## config.mk

```make
export PLATFORM = sky130hd
export DESIGN_NAME = tx_link_arbiter
export DESIGN_NICKNAME = d
export VERILOG_FILES = /design/src/rtl/tx_link_arbiter.sv
export SDC_FILE = /design/constraint.sdc
export NUM_CORES = 1
export LEC_CHECK = 0
export BUFFER_PORTS_ARGS = -buffer_cell sky130_fd_sc_hd__buf_2
export CORE_ASPECT_RATIO = 0.7
export CORE_MARGIN = 5
export CORE_UTILIZATION = 50
export CTS_BUF_LIST = sky130_fd_sc_hd__clkbuf_16
export DETAILED_ROUTE_END_ITERATION = 10
export PLACE_DENSITY = 0.95
export SETUP_SLACK_MARGIN = 0.05
export SYNTH_ARGS = -nofsm -noshare
export SYNTH_HDL_FRONTEND = slang
export SYNTH_SLANG_ARGS = --single-unit
```

## constraint.sdc

```tcl
create_clock -name clk_f -period 4.9 [get_ports clk_f]
set_input_delay 0.98 -clock clk_f [delete_from_list [all_inputs] [get_ports clk_f]]
set_output_delay 0.98 -clock clk_f [all_outputs]
set_load 0.02 [all_outputs]
```

## src/rtl/tx_link_arbiter.sv

```systemverilog
// tx_link_arbiter: holds Phy_Tx lane 0 idle until the Rx link is up, then
// round-robins four byte producers with bounded bursts into one stream.
// Ports: clk_f, reset (async, high), active (Rx link up), req[3:0],
//   data_req0..3 (bytes), gnt[3:0] (comb one-hot), data_out, valid_out and
//   link_up (all registered).
// Option: ARB_STRICT_PRIO_EN selects fixed priority (lowest index wins).
module tx_link_arbiter #(
  parameter int unsigned ACTIVE_CYCLES = 4,
  parameter int unsigned MAX_BURST     = 4,
  parameter logic [7:0]  IDLE_SYM      = 8'hBC
) (
  input  logic       clk_f,
  input  logic       reset,
  input  logic       active,
  input  logic [3:0] req,
  input  logic [7:0] data_req0,
  input  logic [7:0] data_req1,
  input  logic [7:0] data_req2,
  input  logic [7:0] data_req3,
  output logic [3:0] gnt,
  output logic [7:0] data_out,
  output logic       valid_out,
  output logic       link_up
);

  typedef enum logic {S_TRAIN, S_ACTIVE} state_t;

  localparam logic [4:0] LP_ACT = 5'(ACTIVE_CYCLES);

  state_t     r_state;
  state_t     w_state_nxt;
  logic [3:0] r_act_cnt;
  logic [4:0] w_cnt_inc;
  logic       w_arb_en;
  logic       w_win_valid;
  logic [1:0] w_win_idx;
  logic [7:0] w_sel;

`ifndef ARB_STRICT_PRIO_EN
  localparam logic [3:0] LP_MAX = 4'(MAX_BURST);
  logic [1:0] r_ptr;
  logic [1:0] r_owner;
  logic [3:0] r_burst;
  logic       w_cont;
`endif

  assign w_cnt_inc = {1'b0, r_act_cnt} + 5'd1;
  // Abort (active low while ACTIVE) wins over any grant that cycle.
  assign w_arb_en  = (r_state == S_ACTIVE) && active && !reset;

  // State register
  always_ff @(posedge clk_f or posedge reset) begin
    if (reset) r_state <= S_TRAIN;
    else       r_state <= w_state_nxt;
  end

  // Next-state logic
  always_comb begin
    w_state_nxt = r_state;
    unique case (r_state)
      S_TRAIN:  if (active && (w_cnt_inc >= LP_ACT)) w_state_nxt = S_ACTIVE;
      S_ACTIVE: if (!active) w_state_nxt = S_TRAIN;
    endcase
  end

  // Output logic: grant vector
  always_comb begin
    gnt = 4'b0000;
    if (w_arb_en && w_win_valid) gnt = 4'b0001 << w_win_idx;
  end

  // Consecutive-active counter, saturating at ACTIVE_CYCLES
  always_ff @(posedge clk_f or posedge reset) begin
    if (reset)
      r_act_cnt <= '0;
    else if (!active)
      r_act_cnt <= '0;
    else if (r_state == S_TRAIN && {1'b0, r_act_cnt} < LP_ACT)
      r_act_cnt <= w_cnt_inc[3:0];
  end

  // Winner selection
  always_comb begin
    w_win_valid = 1'b0;
    w_win_idx   = 2'd0;
`ifdef ARB_STRICT_PRIO_EN
    for (int k = 3; k >= 0; k--) begin
      if (req[k]) begin
        w_win_valid = 1'b1;
        w_win_idx   = 2'(k);
      end
    end
`else
    w_cont = (r_burst != 4'd0) && req[r_owner] && (r_burst < LP_MAX);
    if (w_cont) begin
      w_win_valid = 1'b1;
      w_win_idx   = r_owner;
    end else begin
      // Descending scan so the entry nearest ptr is assigned last.
      for (int k = 3; k >= 0; k--) begin
        if (req[r_ptr + 2'(k)]) begin
          w_win_valid = 1'b1;
          w_win_idx   = r_ptr + 2'(k);
        end
      end
    end
`endif
  end

  always_comb begin
    unique case (w_win_idx)
      2'd0: w_sel = data_req0;
      2'd1: w_sel = data_req1;
      2'd2: w_sel = data_req2;
      2'd3: w_sel = data_req3;
    endcase
  end

  // Registered data path and burst bookkeeping
  always_ff @(posedge clk_f or posedge reset) begin
    if (reset) begin
      data_out  <= IDLE_SYM;
      valid_out <= 1'b0;
      link_up   <= 1'b0;
`ifndef ARB_STRICT_PRIO_EN
      r_ptr     <= 2'd0;
      r_owner   <= 2'd0;
      r_burst   <= 4'd0;
`endif
    end else begin
      link_up <= (w_state_nxt == S_ACTIVE);
      if (w_arb_en && w_win_valid) begin
        data_out  <= w_sel;
        valid_out <= 1'b1;
`ifndef ARB_STRICT_PRIO_EN
        // ptr tracks owner+1 so the scan after a burst ends rotates on.
        r_ptr <= w_win_idx + 2'd1;
        if (w_cont) begin
          r_burst <= r_burst + 4'd1;
        end else begin
          r_owner <= w_win_idx;
          r_burst <= 4'd1;
        end
`endif
      end else begin
        data_out  <= IDLE_SYM;
        valid_out <= 1'b0;
`ifndef ARB_STRICT_PRIO_EN
        r_burst   <= 4'd0;
        if (r_state == S_ACTIVE && !active) r_ptr <= 2'd0;
`endif
      end
    end
  end

endmodule
```

==> flow_summary_export.csv <==
group,metric,value,unit
power_and_ir_drop,finalPower,672,µW
synth,avgSynthCellArea,9.71,µm²
synth,syn_area,1290,µm²
final_layout,instances_no_fill,218,
final_layout,fin_area,1650,µm²
sta,period_minus_slack,3.85,ns
clocking,cts_resized,0,
placed_design,place_inst,214,
clocking,post_cts.repair.setup_buffers,0,
final_layout,synthToLayoutAreaGrowth,27.9,%
die,die_h,52.5,µm
synth,synthArstFlopShare,100,%
grt,grt_max_degree,23,
clocking,postCtsHoldBufs,0,
grt,grt_pass1_vias,1237,
sta,setup_slack,1.05,ns
critical_path,crit_arrival,2.87,ns
placed_design,gp_congestion,0.835,
critical_path,r2r_cells,11,
die,core,2460,µm²
sta,fin_setup_tns,0,ns
sta,skew,0.00195,ns
drt,drc,0,
die,rows,15,
grt,gr-usage-all-layers,19.3,%
placed_design,dp_slack,1.07,ns
grt,grt-ovfl-total,0,
sta,slew-limit-headroom,47.4,%
drt,drt_iter0_drc,55,
clocking,clk_pin_slew,0.05,ns
power_and_ir_drop,ir_worst_vdd,0.199,mV
clocking,clock_path_buffers,2,
drt,drt-total-wl,3230,µm
critical_path,worst-path-max-fanout,9,
final_layout,antenna_cells,0,
status,status,"finished, final reports clean",
clocking,cts_made_buffers,3,
synth,seq_area_frac_synth,43.1,%
die,initial_core_util,52.5,%
synth,synthFlopType,"dfrtp_1",
min_path,hold_start,"r_burst[0]$_DFF_PP0_",
sta,fmax,260,MHz
power_and_ir_drop,p_leak,0.802,nW
grt,antenna_found_initial,0,
placed_design,hpwl,2530,µm
critical_path,r2r_setup_slack,2.12,ns
clocking,clkSinkCount,22,
min_path,min_path_type,"flop to flop",
min_path,hold_path_end,"r_burst[0]$_DFF_PP0_",
critical_path,critPathCaptureType,"output port",
sta,finalSetupViolations,0,
synth,syn_inst,133,
sta,drv_slew,0,
critical_path,crit_required,3.92,ns
min_path,holdPathStages,1,
sta,tightest_slew,0.788,ns
die,io_pins,53,
sta,hold_slack,0.484,ns
die,die_width,70.7,µm
placed_design,port_buffers,52,
critical_path,cp-start-kind,"input port",
placed_design,placed_area,1570,µm²
grt,grt_first_pass_wirelength,5480,µm
clocking,worst_skew_pair.late_latency,0.25,ns
clocking,htreeDepth,1,
sta,fin_crit_sh,78.6,%
die,die-area,3710,µm²
final_layout,drive_gt1_share,36.4,%
drt,vias_per_cell,5.43,
final_layout,utilization,67.2,%
clocking,clk_root_buffer_cell,"clkbuf_16",
drt,antenna_left,0,
critical_path,worstReg2RegEnd,"data_out[6]$_DFF_PP0_",
critical_path,worstSetupPathType,"input port to output port",
drt,avgRoutedWirePerCell,14.8,µm
synth,ys_types,38,
power_and_ir_drop,power_density,407,nW/µm²
final_layout,num-nets-final,233,
drt,dr_total_vias,1183,
sta,hold_viol,0,
synth,syn_nets,181,
synth,synth_edf_count,0,
synth,ys_seq_elements,22,
clocking,cts_tree,"done",
flow_run,drv_cap,0,
sta,rsz0062_at_grt,"false",
synth,ys_warn_count,0,
critical_path,timing.rr.start,"r_burst[0]$_DFF_PP0_",
drt,firstDrtPassIters,4,
routing by layer:
metal	share of wire, %	global-route usage (%)
met2	46	31.8
met5	0	0
met3	8.4	4.21
met1	43	24.2
met4	2.3	9.38
report_power, final:
part           total, mW  leakage [nW]  internal [mW]  switching (mW)
Clock              0.170        0.0385          0.109          0.0610
Combinational      0.254         0.482          0.112           0.142
Sequential         0.248         0.282          0.212          0.0363
Total              0.672         0.802          0.433           0.239
cell usage in the layout, fill, tap and decap left out, drive strengths merged:
cell,count
a211oi,1
a21boi,1
a21oi,6
a222oi,8
a32o,1
a32oi,1
and2,7
buf,52
clkbuf,3
clkinv,2
conb,1
dfrtp,17
dfstp,5
ha,9
inv,5
mux2,3
mux2i,3
mux4,1
nand2,17
nand2b,3
nand3,2
nand3b,1
nor2,13
nor2b,2
nor3,5
nor3b,1
nor4,1
o21ai,7
o2bb2ai,1
o31ai,1
or2,2
xnor2,1
xor2,1
sequential cells by signal, indices dropped and copies added, names as in the netlist:
signal and cells:
data_out 8, link_up 1, r_act_cnt 4, r_burst 4, r_owner 2, r_ptr 2, valid_out 1
area by class of cell:
cell class                      count  area [µm²]
Tap cell                           34        42.5
Inverter                            6        22.5
Multi-Input combinational cell    100         691
Fill cell                         198         807
Timing Repair Buffer               52         260
Clock buffer                        3        75.1
Sequential cell                    22         557
Clock inverter                      1        3.75
cells in the mapped netlist, types with 2 or more instances:
master	number	area (µm²)
a21oi_1	6	30.0
nor2b_1	2	12.5
and2_1	6	37.5
or2_1	2	12.5
nor2_1	13	48.8
buf_2	2	10.0
dfstp_2	5	131
o21ai_0	7	35.0
nor3_1	4	20.0
ha_1	9	113
a222oi_1	8	80.1
mux2_1	2	22.5
nand2b_1	3	18.8
dfrtp_1	17	425
nand2_1	15	56.3
mux2i_1	3	30.0
inv_1	4	15.0
clkbuf_1	3	11.3
nand3_1	2	10.0
nand2_2	2	12.5
worst max-delay path, stage by stage:
cell and delay [ns]:
buf_2 0.14, mux4_2 0.51, and2_4 0.19, nor3_4 0.22
or2_1 0.16, ha_1 0.33, and2_1 0.17, buf_2 0.16
cell families after synthesis:
group	Yosys count	synth area share [%]
multiplexers	7	6.69
other	1	0.290
AND/OR/NAND/NOR	54	21.3
flip-flops	22	43.1
XOR/XNOR	2	1.36
buffers and inverters	11	3.39
AO/OA/AOI/OAI	27	15.1
adder cells (fa/ha/maj)	9	8.72
worst max path at each step:
stage	start	to	depth (start not counted)
2_1_floorplan	req[3]	gnt[1]	7
4_1_cts	req[3]	gnt[3]	8
6_report	req[3]	gnt[1]	8
5_1_grt	req[3]	gnt[1]	8
3_3_place_gp	req[3]	gnt[3]	8
3_5_place_dp	req[3]	gnt[3]	8
Note: power is estimated with default switching activity, not from simulation.
